--- config.mk ---
export PLATFORM = sky130hd
export DESIGN_NAME = msx_fdc_ctrl
export DESIGN_NICKNAME = d
export VERILOG_FILES = /design/src/rtl/msx_fdc_ctrl.sv
export SDC_FILE = /design/constraint.sdc
export NUM_CORES = 1
export LEC_CHECK = 0
export CAP_MARGIN = 25
export CORE_UTILIZATION = 46
export CTS_CLUSTER_SIZE = 16
export DETAILED_ROUTE_END_ITERATION = 16
export GPL_TIMING_DRIVEN = 0
export PLACE_DENSITY = 0.89
export SLEW_MARGIN = 40
export SYNTH_ARGS = -nofsm -noshare
export SYNTH_HDL_FRONTEND = slang
export SYNTH_SLANG_ARGS = --single-unit
--- constraint.sdc ---
create_clock -name clk -period 3.67 [get_ports clk]
set_clock_uncertainty 0.05 [all_clocks]
set_input_delay 0.367 -clock clk [delete_from_list [all_inputs] [get_ports clk]]
set_output_delay 0.367 -clock clk [all_outputs]
set_load 0.01 [all_outputs]
--- src/rtl/msx_fdc_ctrl.sv ---
`default_nettype none
// ============================================================================
// Module      : msx_fdc_ctrl
// Description : MSX floppy-cartridge glue logic for an external WD1793 core
//               and disk ROM. It decodes slot accesses into the ROM window
//               and the 7FF8-7FFF register window, captures CPU writes
//               synchronously, latches per-drive media presence and turns the
//               motor off after a period with no FDC activity.
//
// Parameters  : DRIVES      - number of drives (1..4); higher codes never ready
//               LAYOUT      - 0: DRQ/INTRQ read inverted, 1: read active-high
//               MOTOR_TICKS - clk_en ticks with no FDC access before motor off
//
// Ports       : clk, reset_n (async, active-low), clk_en (CPU-rate tick)
//               addr, d_from_cpu, d_to_cpu, sltsl_n, cs1_n, rd_n, wr_n - CPU bus
//               fdd_enable              - gates register writes and fdc_ready
//               rom_cs, rom_data        - disk ROM interface
//               fdc_cs, fdc_rd, fdc_wr, fdc_addr, fdc_dout, fdc_drq,
//               fdc_intrq, fdc_side, fdc_ready - WD1793 interface
//               drive_sel, motor_on     - drive control state
//               img_mounted, img_size   - image mount notification
//
// Build macro : MSX_FDC_DISKCHG_EN - adds per-drive disk-changed flags read at
//               7FFE and cleared by reading them.
//
// Revision    : 1.0 - initial release
// ============================================================================
module msx_fdc_ctrl #(
    parameter int DRIVES      = 2,
    parameter int LAYOUT      = 0,
    parameter int MOTOR_TICKS = 7159090
) (
    input  logic              clk,
    input  logic              reset_n,
    input  logic              clk_en,
    input  logic [15:0]       addr,
    input  logic [7:0]        d_from_cpu,
    output logic [7:0]        d_to_cpu,
    input  logic              sltsl_n,
    input  logic              cs1_n,
    input  logic              rd_n,
    input  logic              wr_n,
    input  logic              fdd_enable,
    output logic              rom_cs,
    input  logic [7:0]        rom_data,
    output logic              fdc_cs,
    output logic              fdc_rd,
    output logic              fdc_wr,
    output logic [1:0]        fdc_addr,
    input  logic [7:0]        fdc_dout,
    input  logic              fdc_drq,
    input  logic              fdc_intrq,
    output logic              fdc_side,
    output logic              fdc_ready,
    output logic [1:0]        drive_sel,
    output logic              motor_on,
    input  logic [DRIVES-1:0] img_mounted,
    input  logic [31:0]       img_size
);

    localparam logic [23:0] c_MOTOR_TICKS = 24'(MOTOR_TICKS);
    localparam logic [2:0]  c_DRIVES      = 3'(DRIVES);

    typedef enum logic [0:0] {
        MOTOR_OFF = 1'b0,
        MOTOR_ON  = 1'b1
    } motor_state_t;

    // ------------------------------------------------------------------
    // Address decode
    // ------------------------------------------------------------------
    logic w_page1;
    logic w_win;
    logic w_sel_side;
    logic w_sel_drv;
    logic w_sel_chg;
    logic w_sel_stat;

    assign w_page1    = (addr[15:14] == 2'b01);
    assign w_win      = ~sltsl_n & w_page1 & (&addr[13:3]);
    assign w_sel_side = w_win & (addr[2:0] == 3'd4);
    assign w_sel_drv  = w_win & (addr[2:0] == 3'd5);
    assign w_sel_chg  = w_win & (addr[2:0] == 3'd6);
    assign w_sel_stat = w_win & (addr[2:0] == 3'd7);

    assign fdc_cs   = w_win & ~addr[2];
    // The register window takes precedence over the ROM, even with cs1_n low.
    assign rom_cs   = ~sltsl_n & ~cs1_n & w_page1 & ~w_win;
    assign fdc_rd   = fdc_cs & ~rd_n;
    assign fdc_wr   = fdc_cs & ~wr_n;
    assign fdc_addr = addr[1:0];

    // ------------------------------------------------------------------
    // Write capture: one commit per strobe, on its first low clock
    // ------------------------------------------------------------------
    logic       r_wr_q;
    logic       r_side;
    logic [1:0] r_drive_sel;
    logic       w_commit;
    logic       w_motor_wr;

    assign w_commit   = ~wr_n & ~r_wr_q & (w_sel_side | w_sel_drv) & fdd_enable;
    assign w_motor_wr = w_commit & w_sel_drv;

    always_ff @(posedge clk or negedge reset_n) begin
        if (!reset_n) begin
            r_wr_q      <= 1'b0;
            r_side      <= 1'b0;
            r_drive_sel <= 2'd0;
        end else begin
            r_wr_q <= ~wr_n;
            if (w_commit && w_sel_side) begin
                r_side <= d_from_cpu[0];
            end
            if (w_motor_wr) begin
                r_drive_sel <= d_from_cpu[1:0];
            end
        end
    end

    // ------------------------------------------------------------------
    // Motor watchdog
    // ------------------------------------------------------------------
    motor_state_t r_state;
    motor_state_t w_state_nxt;
    logic [23:0]  r_count;
    logic [23:0]  w_count_nxt;
    logic         r_acc_q;
    logic         w_acc_edge;

    // Only the leading edge of an FDC access re-arms the timer, so a CPU
    // parked on an FDC register does not keep the motor spinning forever.
    assign w_acc_edge = (fdc_rd | fdc_wr) & ~r_acc_q;

    always_ff @(posedge clk or negedge reset_n) begin
        if (!reset_n) begin
            r_state <= MOTOR_OFF;
            r_count <= 24'd0;
            r_acc_q <= 1'b0;
        end else begin
            r_state <= w_state_nxt;
            r_count <= w_count_nxt;
            r_acc_q <= fdc_rd | fdc_wr;
        end
    end

    always_comb begin
        w_state_nxt = r_state;
        w_count_nxt = r_count;
        case (r_state)
            MOTOR_OFF: begin
                if (w_motor_wr && d_from_cpu[7]) begin
                    w_state_nxt = MOTOR_ON;
                    w_count_nxt = c_MOTOR_TICKS;
                end
            end
            MOTOR_ON: begin
                if (w_motor_wr && !d_from_cpu[7]) begin
                    w_state_nxt = MOTOR_OFF;
                    w_count_nxt = 24'd0;
                end else if (w_motor_wr || w_acc_edge) begin
                    // A reload takes priority over a tick in the same cycle.
                    w_count_nxt = c_MOTOR_TICKS;
                end else if (clk_en) begin
                    if (r_count <= 24'd1) begin
                        w_state_nxt = MOTOR_OFF;
                        w_count_nxt = 24'd0;
                    end else begin
                        w_count_nxt = r_count - 24'd1;
                    end
                end
            end
            default: begin
                w_state_nxt = MOTOR_OFF;
                w_count_nxt = 24'd0;
            end
        endcase
    end

    assign motor_on  = (r_state == MOTOR_ON);
    assign fdc_side  = r_side;
    assign drive_sel = r_drive_sel;

    // ------------------------------------------------------------------
    // Media-present latches
    // ------------------------------------------------------------------
    logic [DRIVES-1:0] r_present;
    logic [3:0]        w_present4;
    logic              w_drive_ok;

    for (genvar i = 0; i < DRIVES; i++) begin : g_present
        always_ff @(posedge clk or negedge reset_n) begin
            if (!reset_n) begin
                r_present[i] <= 1'b0;
            end else if (img_mounted[i]) begin
                r_present[i] <= |img_size;
            end
        end
    end

    // Zero-padded to four entries so any 2-bit drive code indexes safely.
    assign w_present4 = 4'(r_present);
    assign w_drive_ok = ({1'b0, r_drive_sel} < c_DRIVES);
    assign fdc_ready  = fdd_enable & motor_on & w_drive_ok & w_present4[r_drive_sel];

    // ------------------------------------------------------------------
    // Disk-changed flags (optional)
    // ------------------------------------------------------------------
    logic [7:0] w_chg_rd;

`ifdef MSX_FDC_DISKCHG_EN
    logic [DRIVES-1:0] r_changed;
    logic [3:0]        w_changed4;
    logic              r_rd_q;
    logic              w_rd_fall;

    assign w_rd_fall = ~rd_n & ~r_rd_q & w_sel_chg;

    always_ff @(posedge clk or negedge reset_n) begin
        if (!reset_n) begin
            r_rd_q <= 1'b0;
        end else begin
            r_rd_q <= ~rd_n;
        end
    end

    for (genvar i = 0; i < DRIVES; i++) begin : g_changed
        localparam logic [1:0] c_IDX = 2'(i);
        always_ff @(posedge clk or negedge reset_n) begin
            if (!reset_n) begin
                r_changed[i] <= 1'b0;
            end else if (img_mounted[i]) begin
                // A mount in the same clock as the clearing read wins.
                r_changed[i] <= 1'b1;
            end else if (w_rd_fall && (r_drive_sel == c_IDX)) begin
                r_changed[i] <= 1'b0;
            end
        end
    end

    assign w_changed4 = 4'(r_changed);
    assign w_chg_rd   = {7'h7F, ~w_changed4[r_drive_sel]};
`else
    assign w_chg_rd   = 8'hFF;
`endif

    // ------------------------------------------------------------------
    // CPU read mux
    // ------------------------------------------------------------------
    always_comb begin
        d_to_cpu = 8'hFF;
        if (rom_cs) begin
            d_to_cpu = rom_data;
        end else if (fdc_rd) begin
            d_to_cpu = fdc_dout;
        end else if (w_sel_side) begin
            d_to_cpu = {7'h7F, ~r_side};
        end else if (w_sel_drv) begin
            d_to_cpu = {motor_on, 5'b11111, r_drive_sel};
        end else if (w_sel_stat) begin
            if (LAYOUT == 0) begin
                d_to_cpu = {~fdc_drq, ~fdc_intrq, 6'h3F};
            end else begin
                d_to_cpu = {fdc_drq, fdc_intrq, 6'h3F};
            end
        end else if (w_sel_chg) begin
            d_to_cpu = w_chg_rd;
        end
    end

    // Data bits [6:2] carry no register meaning at 7FFD.
    logic w_unused;
    assign w_unused = &{1'b0, d_from_cpu[6:2]};

endmodule
`default_nettype wire

==> results.py <==
metrics = {
    "global_routing": {
        "grt_max_degree": 22,
        "overflow": 0,
        "grt_util_all_layers_pct": 31.6,
        "grt_pass1_vias": 2749,
        "grt_pass1_wl_um": 13000,
        "antenna_found_initial": 0,
    },
    "clock_network": {
        "cts_made_buffers": 5,
        "cts_setup_buffers": 0,
        "htreeDepth": 2,
        "worstSkewPairLatency_ps": 290,
        "clkTransAtPathRegs_ps": 70,
        "clock-sinks": 32,
        "cts_tree": "yes",
        "root_buffer": "clkbuf_8",
        "clock_path_buffers": 2,
    },
    "setup_path": {
        "slowest_delay_ps": 490,
        "crit_chain": "clkdlybuf4s50_1, or3b_4, or4_4, buf_6, or3_1, clkbuf_1, o22a_1, clkdlybuf4s50_1",
        "critPathCaptureType": "output pin",
        "required_ps": 3250,
        "startpoint_type": "input port",
        "crit_buf_inv": 4,
        "crit_slowest_cell": "or4_4",
        "cp_max_fo": 8,
        "crit_type": "input port to output pin",
        "critPathArrivalTime_ps": 3060,
        "critical_path.top_delay_family": "buffers and inverters",
        "path_common_cell": "clkdlybuf4s50_1",
    },
    "route": {
        "routed_wl_um": 7950,
        "vias": 2868,
        "first_pass_iters": 5,
        "routedWlPerCell_um": 17.3,
        "drt_iter0_markers": 336,
        "ant_nets": 0,
        "via_per_inst": 6.25,
        "drc_errors": 0,
    },
    "floorplan": {
        "fp.dieArea_um2": 5430,
        "num_rows": 25,
        "pin_count": 103,
        "fp.coreArea_um2": 4820,
        "die_x_um": 73.7,
        "dieHeight_um": 73.7,
        "start_util_pct": 49.0,
    },
    "sta": {
        "finalWorstSetupSlack_ps": 189,
        "slew_headroom_pct": 44.9,
        "setup_violations": 0,
        "hold_viol_final": 0,
        "period_share_pct": 94.8,
        "tightest_slew_ps": 818,
        "fin_tns_setup_ps": 0,
        "rsz0062_at_grt": "no",
        "fin_crit_ps": 3480,
        "max_clock_freq_mhz": 287,
        "slew_violations": 0,
    },
    "placed_design": {
        "place_area_um2": 3450,
        "place_ws_ps": -125,
        "post-place-cells": 451,
        "hpwl_um": 6090,
        "portBuffers": 97,
        "place_congestion": 0.918,
    },
    "finish": {
        "stdcell_area_um2": 3550,
        "layout_commonest_cell": "clkdlybuf4s50_1",
        "n_fill_cell": 379,
        "multiInputGateArea_um2": 1440,
        "finalNetCount": 477,
        "final_cell_mix": "96 x clkdlybuf4s50_1, 32 x dfrtp_1, 23 x nor2_1",
        "num_antenna_cells": 0,
        "drive_gt1_share_pct": 8.16,
        "seqCellArea_um2": 801,
        "layout.cells.non_filler": 459,
        "area_delta_synth_final_pct": 50.4,
    },
    "min_path": {
        "hold_path.class": "input port to asynchronous set/reset pin",
    },
    "logic_synthesis": {
        "yosysWarningCount": 0,
        "synth_cell_types": 57,
        "synth-seq-area-share_pct": 33.9,
        "synth_edf_count": 0,
        "async_flop_share_pct": 100,
        "syn_inst": 285,
        "synth_nets": 371,
        "ys_seq_elements": 32,
        "synth_area_um2": 2360,
        "syn-mean-instance-area_um2": 8.29,
        "ys.flop_type": "dfrtp_1",
    },
    "run_status": {
        "outcome": "finished, final reports clean",
    },
    "pwr": {
        "power_density_nw_per_um2": 223,
        "peakVddDrop_mv": 0.166,
        "cellLeakagePower_uw": 0.00134,
        "finalPower_uw": 794,
    },
    "flow_run": {
        "max_cap_viol_count": 0,
    },
}
-- power breakdown --
part | switching (uW) | internal, uW | leakage (uW)
clock network | 131 | 153 | 0.0000455
registers | 3.47 | 356 | 0.000420
logic | 54.9 | 95.7 | 0.000876
total | 190 | 604 | 0.00134
-- through the flow --
stage	utilization [%]	hold WS (ps)
after global routing	73.8	486
after floorplan	-	21.4
after CTS	73.8	455
after detailed placement	71.6	231
after global placement	70.9	434
final	73.8	445
-- synthesized netlist by cell type (3+ instances only) --
master     n  area share [%]
a211oi_1   5             1.6
a21boi_0   3            0.95
a21oi_1   17             3.6
a31oi_1   13             3.4
buf_2      3            0.64
clkbuf_1  13             2.1
dfrtp_1   32              34
inv_1     12             1.9
mux2_2     3             1.4
nand2_1   11             1.7
nand3_1   15             3.2
nand3b_1   5             1.6
nand4_1    9             2.4
nor2_1    23             3.7
nor3_1    10             2.1
nor4_1    15             4.0
o211ai_1   4             1.3
o21ai_0   15             3.2
o22a_1     9             3.3
o22ai_1    6             1.6
or3_1      6             1.6
or4_1      8             2.5
-- worst paths after layout --
kind                                    startpoint                       to  slack [ps]  cells past startpoint
min in group clk           r_count[23]$_DFFE_PN0P_  r_count[23]$_DFFE_PN0P_         460                      1
max in group asynchronous                  reset_n       motor_on$_DFF_PN0_        2720                      3
max                                       addr[14]              d_to_cpu[5]         190                      8
max reg2reg                 r_count[4]$_DFFE_PN0P_       motor_on$_DFF_PN0_         940                      7
min reg2reg                r_count[23]$_DFFE_PN0P_  r_count[23]$_DFFE_PN0P_         460                      1
min                                        reset_n   r_count[3]$_DFFE_PN0P_         450                      2
-- per-layer routing --
layer | up-vias | part of all wire, % | GRT usage [%] | routed length [um]
li1 | 1340 | - | - | -
met1 | 1332 | 40 | 41.1 | 3200
met2 | 181 | 49 | 52.3 | 3920
met3 | 15 | 8.8 | 5.21 | 696
met4 | 0 | 1.6 | 12.2 | 131
met5 | - | 0 | 0 | 0
-- worst reg2reg max path: stages, from the launching register on --
cell and delay [ps]:
dfrtp_1 360, clkbuf_1 180, nor4_1 620, and4_1 280
buf_2 240, nand2_1 340, o311ai_0 420, nand2_1 130
-- sequential cells by signal, summed over array words and instances (netlist names) --
| register | cells |
|---|---|
| motor_on | 1 |
| r_count | 24 |
| fdc_side | 1 |
| drive_sel | 2 |
| r_present | 2 |
| r_wr_q | 1 |
| r_acc_q | 1 |
-- layout make-up --
| type | instances | share of cell area (%) |
|---|---|---|
| buffer | 18 | 2.46 |
| clock buffer | 8 | 2.54 |
| inverter | 12 | 1.27 |
| multi-input combinational | 222 | 40.4 |
| sequential | 32 | 22.5 |
| tap | 67 | 2.36 |
| timing repair buffer | 100 | 28.5 |
-- timing repair --
action	4_1_cts	5_1_grt
resized for setup	2	0
endpoints found under the hold margin	11	0
hold buffers	1	0
setup endpoints to repair	8	2
cloned	0	0
-- logic make-up after synthesis --
family	synth area share (%)
AO/OA/AOI/OAI	29.1
XOR/XNOR	0.371
adder cells (fa/ha/maj)	1.06
buffers and inverters	5.72
flip-flops	33.9
multiplexers	1.85
AND/OR/NAND/NOR	28.0
(Power assumes the default switching activity.)
